File: src/rtl/crc32_pkg.sv
// Shared CRC32 constants, checker state encoding and the word-wide LFSR step
// (polynomial 0x04C11DB7, MSB first, no reflection, no final XOR).
package crc32_pkg;

  localparam logic [31:0] CRC32_POLY = 32'h04C1_1DB7;
  localparam logic [31:0] CRC32_INIT = 32'hFFFF_FFFF;

  typedef enum logic [1:0] {
    CHK_IDLE,
    CHK_BODY,
    CHK_FLUSH,
    CHK_DROP
  } chk_state_e;

  // Absorb one word: XOR it in, then clock the Galois LFSR 32 times with zero input.
  function automatic logic [31:0] crc32_step(input logic [31:0] state,
                                             input logic [31:0] data);
    logic [31:0] s;
    s = state ^ data;
    for (int i = 0; i < 32; i++) begin
      s = s[31] ? ((s << 1) ^ CRC32_POLY) : (s << 1);
    end
    return s;
  endfunction

endpackage

File: src/rtl/crc32_frame_checker_step.sv
// Registered word-wide CRC32 LFSR; init has priority over enable.
module crc32_word_step
  import crc32_pkg::*;
#(
  parameter logic [31:0] INIT = CRC32_INIT
) (
  input  logic        clk,
  input  logic        rst,
  input  logic        init_i,
  input  logic        en_i,
  input  logic [31:0] data_i,
  output logic [31:0] crc_o
);

  logic [31:0] crc_q;

  always_ff @(posedge clk or posedge rst) begin
    if (rst) begin
      crc_q <= INIT;
    end else if (init_i) begin
      crc_q <= INIT;
    end else if (en_i) begin
      crc_q <= crc32_step(crc_q, data_i);
    end
  end

  assign crc_o = crc_q;

endmodule

File: config.mk
export PLATFORM = sky130hd
export DESIGN_NAME = crc32_word_step
export DESIGN_NICKNAME = d
export VERILOG_FILES = /design/src/rtl/crc32_pkg.sv /design/src/rtl/crc32_frame_checker_step.sv
export SDC_FILE = /design/constraint.sdc
export NUM_CORES = 1
export LEC_CHECK = 0
export BUFFER_PORTS_ARGS = -buffer_cell sky130_fd_sc_hd__buf_2
export CORE_UTILIZATION = 31
export CTS_BUF_LIST = sky130_fd_sc_hd__clkbuf_4 sky130_fd_sc_hd__clkbuf_8
export DETAILED_ROUTE_END_ITERATION = 8
export GPL_ROUTABILITY_DRIVEN = 0
export PLACE_DENSITY = 0.6
export SLEW_MARGIN = 10
export SYNTH_ARGS = -nofsm -noshare
export SYNTH_HDL_FRONTEND = slang
export SYNTH_SLANG_ARGS = --single-unit
File: constraint.sdc
create_clock -name clk -period 3.7 [get_ports clk]
set_input_delay 0.74 -clock clk [delete_from_list [all_inputs] [get_ports clk]]
set_output_delay 0.74 -clock clk [all_outputs]
set_load 0.03 [all_outputs]
# --- After elaboration in Yosys (flattened, before gate mapping) ---
# Cells that the tools add are included.
classes:
  mux: 34
  n_bitwise: 33
  reduce_logical: 1
op_table:
  columns: ["cell", "n"]
  rows:
  - ["2-to-1 mux 27 bit", 32]
  - ["inverter 14 bit", 32]
  - ["2-to-1 mux 32 bit", 2]
  - ["XOR 32 bit", 1]
  - ["nonzero test 2 bit", 1]
totals:
  ff_bits: 32
  inputBits: 36

# --- Depth between registers and ports, before layout ---
# Gate-level depths: netlist of run 1.
logic_depth:
  word_depth: 67
  ltp_mapped: 8
  ltp_nobuf: 8

# --- Worst setup path after synthesis of run 1 ---
# No wires, ideal clock.
synth_path:
  path_kind: "input port to flip-flop"
  startpoint: "input data_i[28]"
  endpoint: "register crc_q[14] (netlist: crc_o[14])"
  setup_ns: 0.073
  arrival_time_ns: 3.735
  t_required_ns: 3.627
  setup_slack_ns: -0.108
  stages: 8
  path_buffers: 0
  cell_sequence: "xnor2_4 -> xnor3_2 -> xor2_4 -> xnor3_1 -> xnor2_4 -> xor3_2 -> xor3_1 -> a21oi_1"
synth_via:
  elab_chain_len: 37
synth_rtl:
  columns: ["element", "line", "text"]
  rows:
  - ["start, declared", "crc32_frame_checker_step.sv:11", "input logic [31:0] data_i,"]
  - ["XOR 32 bit (*)", "crc32_pkg.sv:19", "s = state ^ data;"]
  - ["2-to-1 mux 27 bit (*)", "crc32_pkg.sv:21", "s = s[31] ? ((s << 1) ^ CRC32_POLY) : (s << 1);"]
  - ["2-to-1 mux 27 bit (5 in a row)", "crc32_pkg.sv:21", null]
  - ["inverter 14 bit (no line)", null, null]
  - ["2-to-1 mux 27 bit", "crc32_pkg.sv:21", null]
  - ["inverter 14 bit (no line)", null, null]
  - ["2-to-1 mux 27 bit (3 in a row)", "crc32_pkg.sv:21", null]
  - ["inverter 14 bit (no line)", null, null]
  - ["(+13 left out)", null, null]
  - ["inverter 14 bit (no line)", null, null]
  - ["2-to-1 mux 27 bit", "crc32_pkg.sv:21", null]
  - ["inverter 14 bit (no line)", null, null]
  - ["2-to-1 mux 27 bit", "crc32_pkg.sv:21", null]
  - ["inverter 14 bit (no line)", null, null]
  - ["2-to-1 mux 27 bit (*) (3 in a row)", "crc32_pkg.sv:21", null]
  - ["2-to-1 mux 32 bit (*)", "crc32_frame_checker_step.sv:22", "end else if (en_i) begin"]
  - ["2-to-1 mux 32 bit (*)", "crc32_frame_checker_step.sv:20", "end else if (init_i) begin"]
  - ["end signal, assigned", "crc32_frame_checker_step.sv:23", "crc_q <= crc32_step(crc_q, data_i);"]
  - ["end, declared", "crc32_frame_checker_step.sv:15", "logic [31:0] crc_q;"]
# Mark *: on every way between the ends. The rest lies on a longest branch, timed or not. The select of a mux whose other input is x is not followed.
# A chain may end at the register's enable or synchronous reset.

# --- Worst setup path in the final report of run 1 ---
layout_path:
  startpoint: "input data_i[28]"
  endpoint: "register crc_q[12] (netlist: crc_o[12])"
layout_via:
  elab_chain_len: 39
layout_rtl:
  columns: ["element", "line"]
  rows:
  - ["XOR 32 bit (*)", "crc32_pkg.sv:19"]
  - ["2-to-1 mux 27 bit (*)", "crc32_pkg.sv:21"]
  - ["2-to-1 mux 27 bit (5 in a row)", "crc32_pkg.sv:21"]
  - ["inverter 14 bit (no line)", null]
  - ["2-to-1 mux 27 bit", "crc32_pkg.sv:21"]
  - ["inverter 14 bit (no line)", null]
  - ["2-to-1 mux 27 bit (3 in a row)", "crc32_pkg.sv:21"]
  - ["inverter 14 bit (no line)", null]
  - ["(+17 left out)", null]
  - ["inverter 14 bit (no line)", null]
  - ["2-to-1 mux 27 bit", "crc32_pkg.sv:21"]
  - ["inverter 14 bit (no line)", null]
  - ["2-to-1 mux 27 bit", "crc32_pkg.sv:21"]
  - ["inverter 14 bit (no line)", null]
  - ["2-to-1 mux 27 bit (*)", "crc32_pkg.sv:21"]
  - ["2-to-1 mux 32 bit (*)", "crc32_frame_checker_step.sv:22"]
  - ["2-to-1 mux 32 bit (*)", "crc32_frame_checker_step.sv:20"]
# Marks and branches as above.

==> flow_summary.yaml, run 1 <==
run_status:
  status: "finished clean"
critical_path:
  worst_ep_arrival_time_ns: 3.81
  path_cells: "buf_2, xnor2_4, buf_4, xnor3_2, buf_4, xnor2_1, xor2_1, xnor3_2, xnor3_2, xnor3_1, a21oi_1"
  cp-start-kind: "input port"
  crit_family: "XOR/XNOR gates"
  cp_data_required_time_ns: 3.92
  path_buf_inv: 3
  path_class: "in2reg"
  critPathMaxStageDelay_ns: 0.49
  cpMostUsedCell: "xnor3_2"
  worst_path_max_delay_cell: "xnor3_2"
  worstSetupEndpointType: "flip-flop"
  cp_max_fo: 6
place:
  placed_cells: 691
  placement.io_buffers: 67
  dpl.hpwl_um: 11200
clock_network:
  clk_pin_slew_ns: 0.07
  clk_root_buffer_cell: "clkbuf_8"
  clockBufferDepth: 2
  cts.repair.resized: 0
  cts_tree: "done"
  post-cts-setup-buffer-count: 0
  htree_levels: 2
  clock-sinks: 32
  cts_buffers: 5
  clk_latency_ns: 0.29
  postCtsHoldBufs: 0
final_layout:
  nFillCells: 1392
  layout-drive-gt1-share: 0.501
  most-common-layout-cells: "buf_4, xnor2_1, buf_2"
  fin_cells: 699
  seqCellArea_um2: 841
  utilization: 0.424
  final_common_cell: "buf_4"
  nets: 550
  multiInputGateArea_mm2: 0.00385
  area_growth_pct: 32.5
  diodes: 0
  largest_register_ff_count: 32
sta:
  finalCriticalPeriod_ns: 3.59
  hold_violations: 0
  rsz0062_at_grt: "no"
  tightest_slew_ns: 0.656
  setup_violations: 0
  skew_ns: 0.00656
  post-route-period-util: 0.970
  drv_slew: 0
  max_freq_ghz: 0.279
  slew_headroom: 0.560
  fin_tns_setup_ns: 0
floorplanning:
  fp.coreArea_mm2: 0.0146
  die_w_um: 125
  row_count: 44
  die_y_um: 125
  die_area_mm2: 0.0156
  pin_count: 68
  initial_core_util: 0.320
route:
  drcViolationCount: 0
  via_count: 3087
  vias_per_cell: 4.42
  drtIter0Drc: 143
  wl_um: 13200
  antenna_left: 0
  first_pass_iters: 5
  wire_per_inst_um: 18.9
yosys:
  synthesis.nets: 375
  ys_ff_latch: 32
  synth-seq-area-share: 0.180
  synth-edff-count: 0
  synthCells: 339
  synth.avg_cell_area_um2: 13.8
  synth.distinct_cells: 21
  ys_async_sr_fraction: 1.00
  ys.flop_type: "dfstp_2"
  synth_area_mm2: 0.00467
  ys_warn_count: 0
grt:
  antenna_found_initial: 0
  grt_pass1_vias: 3335
  track_usage: 0.176
  grt_overflow: 0
  grt_pass1_wl_um: 20500
  grt_max_degree: 33
min_path:
  min-delay-path-class: "reg2reg"
run:
  cap_violations: 0
[logic make-up after synthesis]
kind of cell | Yosys count | share of synthesized area
xor+xnor | 238 | 0.735
flops | 32 | 0.180
buf+inv | 7 | 0.00563
simple gates | 30 | 0.0316
compound gates | 32 | 0.0472
[tightest hold or removal path, stage by stage, from the launching register on]
cell and delay [ns]:
dfstp_2 0.38, nor2_1 0.09, a21oi_1 0.05
[stage by stage]
step,worst slack [ns],hold WS [ns],cell area [um^2]
6_report,0.109,0.515,6180
5_1_grt,0.0183,0.533,6180
4_1_cts,0.00818,0.523,6160
3_5_place_dp,-0.284,0.508,6070
3_3_place_gp,-0.267,0.507,6070
2_1_floorplan,-0.0126,0.568,4690
[path summary, 6_finish.rpt]
path	startpoint	end	slack, ns	depth (start not counted)
max	data_i[28]	crc_o[12]	0.11	11
min	crc_o[11]	crc_o[11]	0.51	2
max reg2reg	crc_o[28]	crc_o[12]	0.15	10
min reg2reg	crc_o[11]	crc_o[11]	0.51	2
max in group asynchronous	rst	crc_o[14]	2.82	3
min in group asynchronous	rst	crc_o[26]	0.84	3
[cells in the mapped netlist, drive strengths merged (2+ instances only)]
master  number  area share
xnor3       62        0.30
o22a         6       0.011
clkbuf       6      0.0048
dfstp       32        0.18
or2          2      0.0027
nor2        16       0.013
xor2        44        0.11
a211o       10       0.019
xor3        11       0.056
a21oi       16       0.017
xnor2      121        0.27
nor2b       11       0.015
[layout make-up]
cell class / instances / area share
inverters: 1 / 0.000607
flip-flops and latches: 32 / 0.136
clock buffers: 8 / 0.0158
well taps: 184 / 0.0372
repair buffers: 174 / 0.188
multi-input cells: 300 / 0.622
[per-layer routing]
metal,GRT usage,share of wire,vias to the layer above
li1,-,-,1486
met1,0.246,0.46,1514
met2,0.286,0.47,76
met3,0.0262,0.050,11
met4,0.0432,0.016,0
met5,0,0,-
Power of run 1 is left out: the tool's default activity adds up to more than one toggle a clock period on the data nets, which glitch-free logic cannot reach.
==> inputs of run 2 (changes only) <==
BUFFER_PORTS_ARGS = -buffer_cell sky130_fd_sc_hd__buf_4   (was -buffer_cell sky130_fd_sc_hd__buf_2)
==> flow_summary.yaml, run 2 (synthesis results as in run 1) <==
run_status:
  status: "finished clean"
final_layout:
  area_growth_pct: 35.1
  final_common_cell: "buf_4"
  layout-drive-gt1-share: 0.494
  nFillCells: 1364
  nets: 545
  utilization: 0.432
  most-common-layout-cells: "buf_4, xnor2_1, xnor3_1"
  largest_register_ff_count: 32
  diodes: 0
floorplanning:
  die_y_um: 125
  die_area_mm2: 0.0156
  die_w_um: 125
  pin_count: 68
  initial_core_util: 0.320
  row_count: 44
  fp.coreArea_mm2: 0.0146
critical_path:
  cp_max_fo: 6
  path_class: "in2reg"
  worst_ep_arrival_time_ns: 3.81
  cp-start-kind: "input port"
  path_cells: "buf_4, xnor2_4, buf_4, xor3_1, xnor3_2, xnor3_2, xnor3_1, xor2_2, xor3_1, a21oi_1"
  path_buf_inv: 2
  critPathMaxStageDelay_ns: 0.55
  worst_path_max_delay_cell: "xnor3_1"
  crit_family: "XOR/XNOR gates"
  worstSetupEndpointType: "flip-flop"
  cp_data_required_time_ns: 3.94
sta:
  finalCriticalPeriod_ns: 3.58
  post-route-period-util: 0.967
  slew_headroom: 0.626
  drv_slew: 0
  fin_tns_setup_ns: 0
  skew_ns: 0.00842
  max_freq_ghz: 0.280
  setup_violations: 0
  worst_slack_ns: 0.123
  rsz0062_at_grt: "no"
  tightest_slew_ns: 0.556
  hold_violations: 0
grt:
  grt_max_degree: 33
  track_usage: 0.172
  grt_pass1_vias: 3319
  grt_pass1_wl_um: 19900
  grt_overflow: 0
  antenna_found_initial: 0
clock_network:
  clock-sinks: 32
  clk_pin_slew_ns: 0.07
  clockBufferDepth: 2
  postCtsHoldBufs: 0
  clk_root_buffer_cell: "clkbuf_8"
  clk_latency_ns: 0.30
  cts_buffers: 5
  cts_tree: "done"
  htree_levels: 2
route:
  vias_per_cell: 4.43
  wl_um: 12900
  via_count: 3077
  wire_per_inst_um: 18.6
  drtIter0Drc: 166
  drcViolationCount: 0
  first_pass_iters: 4
  antenna_left: 0
place:
  place_ws_ns: -0.256
  dpl.hpwl_um: 11000
  placement.io_buffers: 67
min_path:
  min-delay-path-class: "reg2reg"
run:
  cap_violations: 0
## run 2: cell type report
cell class	count	area [um^2]	area share
clock buffers	6	82.6	0.0131
clock inverters	2	10.0	0.00159
inverters	1	3.75	0.000595
multi-input cells	300	3830	0.608
flip-flops and latches	32	841	0.133
well taps	184	230	0.0365
repair buffers	169	1310	0.207
## run 2: metal layers
| layer | GRT usage | part of all wire |
|---|---|---|
| met5 | 0 | 0 |
| met2 | 0.275 | 0.47 |
| met1 | 0.244 | 0.46 |
| met4 | 0.0454 | 0.016 |
| met3 | 0.0232 | 0.051 |
## run 2: through the flow
stage | instance area, um^2 | hold slack, ns | cells
floorplan | 4690 | 0.568 | 339
global placement | 6210 | 0.508 | 686
detailed placement | 6210 | 0.507 | 686
CTS | 6300 | 0.524 | 694
global route | 6310 | 0.543 | 694
finish | 6310 | 0.519 | 694
## run 2: timing repair
item | CTS | global route
endpoints found under the setup margin | 0 | 1
endpoints found under the hold margin | 0 | 0
resized for setup | 0 | 1
setup buffers | 0 | 0
## run 2: final timing paths
| path | from | to | slack (ns) | cells past startpoint |
|---|---|---|---|---|
| max | data_i[28] | crc_o[13] | 0.12 | 10 |
| min | crc_o[11] | crc_o[11] | 0.52 | 2 |
| max reg2reg | crc_o[28] | crc_o[13] | 0.16 | 9 |
| min reg2reg | crc_o[11] | crc_o[11] | 0.52 | 2 |
| max in group asynchronous | rst | crc_o[14] | 2.82 | 3 |
| min in group asynchronous | rst | crc_o[1] | 0.84 | 3 |
## run 2: worst reg2reg max path: stages (launching register included)
cell and delay, ns:
dfstp_2 0.60, xnor2_4 0.18, buf_4 0.23, xor3_1 0.27
xnor3_2 0.42, xnor3_2 0.39, xnor3_1 0.55, xor2_2 0.24
xor3_1 0.45, a21oi_1 0.15
Power of run 2 is left out for the same reason.
